$ cat src/rtl/stump_arb_pkg.sv
// stump_arb_pkg: shared state encoding and width constants for the Stump memory arbiter
package stump_arb_pkg;
  localparam int ADDR_W = 16;
  localparam int DATA_W = 16;
  localparam int WAIT_W = 8;
  typedef enum logic [1:0] {IDLE, PEND, DONE} arb_state_t;
endpackage

$ cat src/rtl/stump_sat_counter.sv
// stump_sat_counter: saturating up-counter with synchronous clear
// Ports: clk, rst (sync, active-high), clr (zero the count), inc (count up, holds at all-ones), count
module stump_sat_counter #(
  parameter int W = 8
) (
  input  logic         clk,
  input  logic         rst,
  input  logic         clr,
  input  logic         inc,
  output logic [W-1:0] count
);
  always_ff @(posedge clk)
    count <= (rst || clr) ? '0 : (inc && count != '1) ? count + 1'b1 : count;
endmodule

$ cat src/rtl/stump_mem_arbiter.sv
// stump_mem_arbiter: shares one memory port between the Stump CPU (fixed priority) and a secondary requester
// Ports: clk, rst (sync, active-high); cpu_* Stump side; dev_* secondary requester with ack/busy/starvation;
//        wait_count cycles the current request has waited; mem_* shared memory port; stat_* counters.
// Build option: define STUMP_ARB_STATS_EN to build the grant/conflict counters, otherwise they read 0.
module stump_mem_arbiter
  import stump_arb_pkg::*;
#(
  parameter int WAIT_LIMIT = 15
) (
  input  logic              clk,
  input  logic              rst,
  input  logic [ADDR_W-1:0] cpu_address,
  input  logic [DATA_W-1:0] cpu_data_out,
  input  logic              cpu_mem_ren,
  input  logic              cpu_mem_wen,
  output logic [DATA_W-1:0] cpu_data_in,
  input  logic              dev_req,
  input  logic              dev_wen,
  input  logic [ADDR_W-1:0] dev_address,
  input  logic [DATA_W-1:0] dev_wdata,
  output logic              dev_ack,
  output logic [DATA_W-1:0] dev_rdata,
  output logic              dev_busy,
  output logic              dev_starved,
  output logic [WAIT_W-1:0] wait_count,
  output logic [ADDR_W-1:0] mem_address,
  output logic [DATA_W-1:0] mem_wdata,
  output logic              mem_ren,
  output logic              mem_wen,
  input  logic [DATA_W-1:0] mem_rdata,
  output logic [15:0]       stat_dev_grants,
  output logic [15:0]       stat_conflicts
);
  arb_state_t        st;
  logic [ADDR_W-1:0] lat_addr;
  logic [DATA_W-1:0] lat_wdata;
  logic              lat_wen;
  logic              cpu_act;
  logic              grant;
  logic              conflict;
  assign cpu_act  = cpu_mem_ren | cpu_mem_wen;
  // the latched request owns the port only in a PEND cycle the CPU leaves free
  assign grant    = st == PEND && !cpu_act;
  assign conflict = st == PEND && cpu_act;
  always_comb begin
    mem_address = cpu_act ? cpu_address : grant ? lat_addr : '0;
    mem_wdata   = cpu_act ? cpu_data_out : grant ? lat_wdata : '0;
    mem_ren     = cpu_act ? cpu_mem_ren : grant && !lat_wen;
    mem_wen     = cpu_act ? cpu_mem_wen : grant && lat_wen;
  end
  assign cpu_data_in = mem_rdata;
  assign dev_ack     = st == DONE;
  assign dev_busy    = st != IDLE;
  assign dev_starved = st == PEND && wait_count >= WAIT_W'(WAIT_LIMIT);
  always_ff @(posedge clk)
    if (rst) begin
      st        <= IDLE;
      lat_addr  <= '0;
      lat_wdata <= '0;
      lat_wen   <= 1'b0;
      dev_rdata <= '0;
    end else
      case (st)
        IDLE: if (dev_req) begin
          st        <= PEND;
          lat_addr  <= dev_address;
          lat_wdata <= dev_wdata;
          lat_wen   <= dev_wen;
        end
        PEND: if (!cpu_act) begin
          st <= DONE;
          if (!lat_wen) dev_rdata <= mem_rdata;
        end
        default: st <= IDLE;
      endcase
  stump_sat_counter #(.W(WAIT_W)) u_wait (
    .clk  (clk),
    .rst  (rst),
    .clr  (st == IDLE && dev_req),
    .inc  (conflict),
    .count(wait_count)
  );
`ifdef STUMP_ARB_STATS_EN
  always_ff @(posedge clk)
    if (rst) begin
      stat_dev_grants <= '0;
      stat_conflicts  <= '0;
    end else begin
      stat_dev_grants <= stat_dev_grants + 16'(grant);
      stat_conflicts  <= stat_conflicts + 16'(conflict);
    end
`else
  assign stat_dev_grants = '0;
  assign stat_conflicts  = '0;
`endif
endmodule

$ cat config.mk
export PLATFORM = sky130hd
export DESIGN_NAME = stump_mem_arbiter
export DESIGN_NICKNAME = d
export VERILOG_FILES = /design/src/rtl/stump_arb_pkg.sv /design/src/rtl/stump_sat_counter.sv /design/src/rtl/stump_mem_arbiter.sv
export SDC_FILE = /design/constraint.sdc
export NUM_CORES = 1
export LEC_CHECK = 0
export ABC_AREA = 1
export CORE_MARGIN = 3
export CORE_UTILIZATION = 33
export DETAILED_ROUTE_END_ITERATION = 8
export PLACE_DENSITY = 0.78
export SLEW_MARGIN = 10
export SYNTH_ARGS = -nofsm -noshare
export SYNTH_HDL_FRONTEND = slang
export SYNTH_SLANG_ARGS = --single-unit
$ cat constraint.sdc
create_clock -name clk -period 1.5 [get_ports clk]
set_clock_uncertainty 0.15 [all_clocks]
set_input_delay 0.225 -clock clk [delete_from_list [all_inputs] [get_ports clk]]
set_output_delay 0.225 -clock clk [all_outputs]
set_load 0.01 [all_outputs]
* Word-level counts from Yosys, hierarchy flattened
Index checks and enable logic that the tools add are counted.
Cells by class: $lt $le $gt $ge 1, multipliers 0, mux-type cells 9, reduce and logical (&&, ||, !) cells 15, shifts and indexed selects 0, bitwise gates (word level) 3, divide/modulo/power cells 0, add/subtract/negate cells 1, equal/unequal tests 5
Operator list (count):
- $mux W16 | 4
- $add A8 B1 Y8 const B | 1
- $ge A8 B4 Y1 const B | 1
- $ne A8 B8 Y1 const B | 1
- $logic_and A1 B1 Y1 | 7
- $mux W2 | 2
- $ne A2 B2 Y1 const B | 2
- $pmux W2 S2 | 1
- $reduce_and A2 Y1 | 2
- $reduce_and A3 Y1 | 1
- $eq A2 B1 Y1 const B | 1
- $eq A2 B2 Y1 const B | 1
- $logic_not A1 Y1 | 2
- $logic_not A2 Y1 | 1
- $mux W1 | 2
- $not A1 Y1 | 2
- $reduce_bool A2 Y1 | 1
- $logic_or A1 B1 Y1 | 1
- $or A1 B1 Y1 | 1
Storage, ports and cells: RAM bits 0, latch bits 0, flip-flop bits (word level) 59, output and inout bits 109, memories kept 0, memory bits (read-only) 0

* Longest topological paths before layout
Gate-level depths: netlist of the first run.
word-level depth 5, mapped depth 9, depth with buffers taken out 9

* Modules after synthesis
A second synthesis of the first run with hierarchy kept.
Second synthesis, totals: cells, all modules 493, area total of the unflattened synthesis 3250.6 µm²
By module, submodules not included:
- stump_mem_arbiter | cells an instance 426, seq. area each 1021.0 µm², area each 2802.7 µm², times used 1
- stump_sat_counter | cells an instance 67, seq. area each 160.2 µm², area each 447.9 µm², times used 1

* Worst setup path after synthesis of the first run
OpenSTA, ideal clock, no wires.
kind register to register, from register u_wait.count[0], to register u_wait.count[0], path slack -35 ps, data required time 1233 ps, data arrival time 1267 ps, stages on the path, launching flop included 8, buffers on the path 0, path through dfxtp_1 > ha_1 > nand2_1 > nor2_1 > nand2_1 > nand2_2 > xor2_1 > nor2_1
On the way: longest elaborated chain between the ends 2
RTL lines:
- from (decl) | RTL line stump_sat_counter.sv:10 | output logic [W-1:0] count
- from (signal assigned) | RTL line stump_sat_counter.sv:13 | count <= (rst || clr) ? '0 : (inc && count != '1) ? count + 1'b1 : count;
- parallel branches: the longest is 2 deep, another holds $add A8 B1 Y8
Parallel ways; which one is timed is not known. A chain may end at the register's enable or synchronous reset.

* Final worst setup path of the first run
from register st[1], to output mem_wen
On the way: longest elaborated chain between the ends 4
RTL lines:
- from (decl) | RTL line stump_mem_arbiter.sv:34 | arb_state_t st;
- from (signal assigned) | RTL line stump_mem_arbiter.sv:57 | st <= IDLE;
- from (signal assigned) | RTL line stump_mem_arbiter.sv:65 | st <= PEND;
- from (signal assigned) | RTL line stump_mem_arbiter.sv:71 | st <= DONE;
- $eq A2 B1 Y1 | RTL line stump_mem_arbiter.sv:43 | assign grant = st == PEND && !cpu_act;
- $logic_and A1 B1 Y1 | RTL line stump_mem_arbiter.sv:43
- $logic_and A1 B1 Y1 | RTL line stump_mem_arbiter.sv:49 | mem_wen = cpu_act ? cpu_mem_wen : grant && lat_wen;
- $mux W1 | RTL line stump_mem_arbiter.sv:49
- to (decl) | RTL line stump_mem_arbiter.sv:29 | output logic mem_wen,
No other way between the ends.

==> results.yml, run 1 <==
status:
  status: "finished with violations"
  violations: "negative setup slack"
yosys:
  synth_seq_area_share_pct: 40.4
  synth_commonest_cells: "nor2_1, dfxtp_1, buf_4, o21ai_0, a22o_1"
  synth_compound_area_share_pct: 20.0
  yosys.area.top_type_share_pct: 40.4
  synth_xor_area_share_pct: 0.600
  yosysMostFrequentCell: "nor2_1"
  yosys-top-cells-area: "dfxtp_1, nor2_1, buf_4, a22o_1, o21ai_0"
  yosys.area_share.simple_pct: 20.9
  synth_edf_count: 0
  yosysUniqueCellTypes: 30
  synth_seq_cells: 59
  yosysTopAreaCell: "dfxtp_1"
  async_flop_share_pct: 0
  ys.flop_type: "dfxtp_1"
  netlist_instances: 386
  synth.cell_area_um2: 2920
  ys_warn_count: 0
  synth_top_family_by_area: "simple AND/OR/NAND/NOR gates"
  synthAdderAreaFrac_pct: 0.428
  synthMuxAreaShare_pct: 0
  syn_area_per_cell_um2: 7.57
routing:
  antenna_left: 0
  routed_wl_um: 9770
  dr.pass1.iters: 4
  vias: 3167
  vias_per_cell: 4.62
  route.detailed.drc: 0
  drt_iter0_markers: 85
  wire_per_inst_um: 14.2
placed_design:
  dpl.hpwl_um: 7120
  pre_cts_slack_ns: -0.886
  io_buffers: 162
  gp_congestion: 0.843
  dp.cells: 655
  place_area_um2: 4690
sta:
  setup_viol: 36
  rsz0062_at_grt: "true"
  final_hold_viol_count: 0
  fin_crit_sh_pct: 121
  drv_slew: 0
  layout_setup_ws_ns: -0.309
  holdWs_ns: 0.325
  final.setup.tns_ns: -9.32
  finalCriticalPeriod_ns: 1.81
  max_clock_freq_mhz: 553
clock_network:
  clk_pin_slew_ns: 0.06
  clockBufferDepth: 2
  clock_sinks: 59
  htreeDepth: 3
  clock_latency_ns: 0.33
  cts_tree: "yes"
  postCtsHoldBufs: 0
  cts_root_buffer: "clkbuf_8"
  cts_made_buffers: 9
worst_hold_path:
  hold_class: "reg -> reg"
  min-delay-start: "dev_rdata[6]"
power:
  power.density_nw_per_um2: 819
  p_leak_nw: 2.30
  ir_drop_v: 0.000570
  power_mw: 4.05
critical_path:
  cp-startpoint: "st[1]"
  cp-start-kind: "register"
  r2r_start: "st[1]"
  reg2reg_slack_ns: 0.02
  crit_end: "mem_wen"
  crit_fanout: 4
  cp.required_ns: 1.12
  r2r_cells: 10
  critPathCaptureType: "output port"
  critPathKind: "reg -> out"
  worstPathArrival_ns: 1.43
  reg2reg_to: "st[1]"
grt:
  grt_util_met1_pct: 20.1
  grtUsageMet3_pct: 6.81
  grt_use_total_pct: 18.5
  antenna_found_initial: 0
  grt_start_max_net_pins: 41
  grt_pass1_vias: 3076
  grt_pass1_wl_um: 14600
  met2_usage_pct: 32.3
  grt_remaining_overflow: 0
  busiest_layer: "met2"
floorplanning:
  coreArea_um2: 8420
  die_w_um: 100
  start_util_pct: 34.7
  dieArea_um2: 10000
  fp.dieH_um: 100
  io_pins: 195
  rows: 33
layout:
  final_cells: 686
  final_cell_area_um2: 4950
  n_fill_cell: 785
  multiInputGateArea_um2: 1420
  drive_gt1_share_pct: 23.2
  antenna_cells: 0
  area_growth_pct: 69.5
  final_core_util_pct: 58.8
  register_area_um2: 1190
  layout.nets: 663
run:
  drv_cap: 0
[area by class of cell]
cell class,count,share of cell area [%]
clock buffers,11,2.65
repair buffers,215,39.5
inverters,16,1.36
flip-flops and latches,59,24.0
multi-input cells,275,28.8
clock inverters,5,1.09
well taps,105,2.65
[critical path, stage by stage (launching register included)]
cell and delay (ns):
dfxtp_2 0.32, inv_2 0.06, nand2_4 0.08, nor2_8 0.11, buf_6 0.14, buf_6 0.11
inv_4 0.03, o21bai_1 0.11, buf_2 0.15
[layout by cell type, fill, tap and decap left out, types with 2 or more instances in the layout]
master / instances
a21oi_1: 4
inv_2: 6
nand2_1: 22
clkinv_2: 3
nand4_1: 2
a22o_1: 32
buf_4: 38
a21oi_2: 3
buf_12: 6
inv_4: 3
clkbuf_16: 2
clkdlybuf4s50_1: 83
dlygate4sd2_1: 38
clkbuf_1: 2
inv_1: 7
o21ai_0: 39
dfxtp_1: 54
buf_2: 35
clkdlybuf4s15_1: 4
nand2_4: 4
xor2_1: 2
nor2_4: 3
conb_1: 32
dfxtp_2: 5
nor2_2: 2
nor2_1: 106
o21ai_1: 10
nand3_1: 5
buf_6: 7
clkbuf_8: 9
[cell families after synthesis]
| family | after synthesis |
|---|---|
| AO/OA/AOI/OAI | 91 |
| XOR/XNOR | 2 |
| adder cells (fa/ha/maj) | 1 |
| buffers and inverters | 83 |
| flip-flops | 59 |
| other | 1 |
| AND/OR/NAND/NOR | 149 |
[flip-flops by register name (all words and copies together), names as in the netlist]
name and count:
lat_wdata 16, dev_rdata 16, st 2, u_wait.count 8, lat_addr 16, lat_wen 1
[metal layers]
metal / share of wire, % / wire (µm)
met5: 0 / 0
met4: 2.3 / 224
met3: 9.9 / 968
met2: 50 / 4840
met1: 38 / 3740
[how the worst min path moves through the flow]
stage / to / slack, ns / cells past startpoint
floorplan: st[0] / 0.14 / 1
global placement: dev_rdata[11] / 0.31 / 2
detailed placement: lat_wdata[15] / 0.32 / 2
CTS: dev_rdata[6] / 0.33 / 2
global route: dev_rdata[3] / 0.36 / 2
finish: dev_rdata[6] / 0.33 / 2
[what timing repair did]
item / 4_1_cts / 5_1_grt
setup endpoints to repair: 90 / 45
buffers inserted: 10 / 4
resized for setup: 223 / 17
pin swaps: 8 / 3
cloned: 2 / 2
[where the power goes]
group | internal [mW] | leakage (nW) | switching, mW
logic | 0.513 | 1.72 | 0.433
clock network | 0.762 | 0.0971 | 0.621
registers | 1.67 | 0.487 | 0.0566
total | 2.94 | 2.30 | 1.11
No activity file was read; power rests on OpenSTA's default activity.
==> inputs of run 2 (changes only) <==
CTS_CLUSTER_DIAMETER = 50   (was default)
==> results of run 2 <==
Same layout as run 1: the final DEF is identical, and so are final timing and power.
==> inputs of run 3 (changes only) <==
PLACE_DENSITY = 0.88   (was 0.78)
==> run 3 against run 2 <==
  * Hold slack better by 0.0043 ns
  * Sequential share of layout area down 0.091 points
  * Via count rose by 1.6%
  * Cell area up 0.38%
  * Wire length rose by 3.0%
  * Largest cell class unchanged
  * Global-route usage up 0.31 points
  * The flow still finishes with violations (negative setup slack)
  * Largest power group unchanged
  * Worst setup slack gained 0.0034 ns
==> results.yml, run 3 (synthesis results as in run 1) <==
critical_path:
  crit_family: "buffers and inverters"
  crit_slowest_cell: "dfxtp_2"
  crit_fanout: 5
  crit_chain: "inv_2 > nand2_4 > nor2_8 > buf_12 > buf_16 > a22o_1 > buf_2"
  worstPathArrival_ns: 1.43
  cp-start-kind: "register"
  critPathKind: "reg -> out"
  cp.required_ns: 1.12
  slowest_delay_ns: 0.32
  crit_buf_inv: 4
  critPathCaptureType: "output port"
power:
  p_int_mw: 3.11
  power_frac_seq_pct: 40.7
  power.density_nw_per_um2: 851
  p_leak_nw: 2.28
  power_mw: 4.23
  comb_power_share_pct: 22.5
  p_sw_share_pct: 26.5
  clkPwrFrac_pct: 36.8
  power.switching_mw: 1.12
  ir_drop_v: 0.000448
grt:
  grt_pass1_wl_um: 15100
  grt_pass1_vias: 3135
  grt_use_total_pct: 18.8
  grt_remaining_overflow: 0
  grt_start_max_net_pins: 37
  antenna_found_initial: 0
sta:
  setup_viol: 35
  drv_slew: 0
  holdWs_ns: 0.329
  finalCriticalPeriod_ns: 1.81
  final_hold_viol_count: 0
  fin_crit_sh_pct: 120
  max_clock_freq_mhz: 554
  final.setup.tns_ns: -9.28
  layout_setup_ws_ns: -0.306
  rsz0062_at_grt: "true"
floorplanning:
  coreArea_um2: 8420
  die_w_um: 100
  fp.dieH_um: 100
  start_util_pct: 34.7
  io_pins: 195
  rows: 33
  dieArea_um2: 10000
layout:
  area_growth_pct: 70.1
  layout_common_cells: "nor2_1, clkdlybuf4s50_1, dfxtp_1, dlygate4sd2_1, o21ai_0"
  biggestRegsByFlops: "dev_rdata x16, lat_addr x16, lat_wdata x16"
  drive_gt1_share_pct: 24.0
  layout_commonest_cell: "nor2_1"
  antenna_cells: 0
  final_cells: 680
  layout.nets: 657
routing:
  drt_iter0_markers: 80
  wire_per_inst_um: 14.8
  antenna_left: 0
  vias: 3219
  routed_wl_um: 10100
  vias_per_cell: 4.73
  dr.pass1.iters: 4
  route.detailed.drc: 0
clock_network:
  cts_tree: "yes"
  cts_root_buffer: "clkbuf_8"
  clockBufferDepth: 2
  clock_latency_ns: 0.33
  clock_sinks: 59
  htreeDepth: 3
  clk_pin_slew_ns: 0.06
  cts_made_buffers: 9
placed_design:
  dp.cells: 653
  io_buffers: 162
  gp_congestion: 0.840
  pre_cts_slack_ns: -0.826
  dpl.hpwl_um: 7300
status:
  violations: "negative setup slack"
  status: "finished with violations"
run:
  drv_cap: 0
worst_hold_path:
  hold_class: "reg -> reg"
==> run 3: final cells by class <==
cell class              instances  area, µm²
repair buffers                209       1920
flip-flops and latches         59       1190
clock inverters                 5       77.6
fillers                       767       3450
well taps                     105        131
inverters                      16       65.1
clock buffers                  11        131
multi-input cells             275       1460
==> run 3: stage by stage <==
stage	util (%)	cell area, µm²
3_3_place_gp	55.3	4660
4_1_cts	57.9	4880
3_5_place_dp	55.3	4660
2_1_floorplan	-	3040
6_report	59.0	4970
5_1_grt	59.0	4970
==> run 3: final timing paths <==
| kind | start | cells past startpoint | slack, ns | to |
|---|---|---|---|---|
| max | st[1] | 7 | -0.31 | mem_address[2] |
| min | dev_rdata[13] | 2 | 0.33 | dev_rdata[13] |
| max reg2reg | u_wait.count[0] | 9 | 0.04 | u_wait.count[4] |
| min reg2reg | dev_rdata[13] | 2 | 0.33 | dev_rdata[13] |
==> run 3: repair_timing <==
action / in CTS / in global routing
gates resized for setup: 231 / 28
gates cloned: 3 / 1
setup buffers: 7 / 3
endpoints found under the setup margin: 84 / 63
pin swaps: 10 / 10
hold buffers: 0 / 0
==> run 3: per-layer routing <==
layer	global-route usage, %	share of wire [%]
met5	0	0
met4	5.08	1.3
met3	6.32	9.2
met2	34.9	52
met1	20.3	38
==> run 3: worst min-delay path, delay by kind of cell, from the launching register on <==
family	cells	cell delay, ns
DFF	1	0.32
and+or+nand+nor	2	0.12
==> run 3: power groups by stage <==
stage | sequential (mW) | combinational (mW) | clock (mW)
global placement | 1.75 | 0.947 | 0
finish | 1.72 | 0.953 | 1.56
global route | 1.73 | 1.04 | 1.69
CTS | 1.72 | 0.925 | 1.60
detailed placement | 1.76 | 0.972 | 0
floorplan | 1.75 | 0.484 | 0
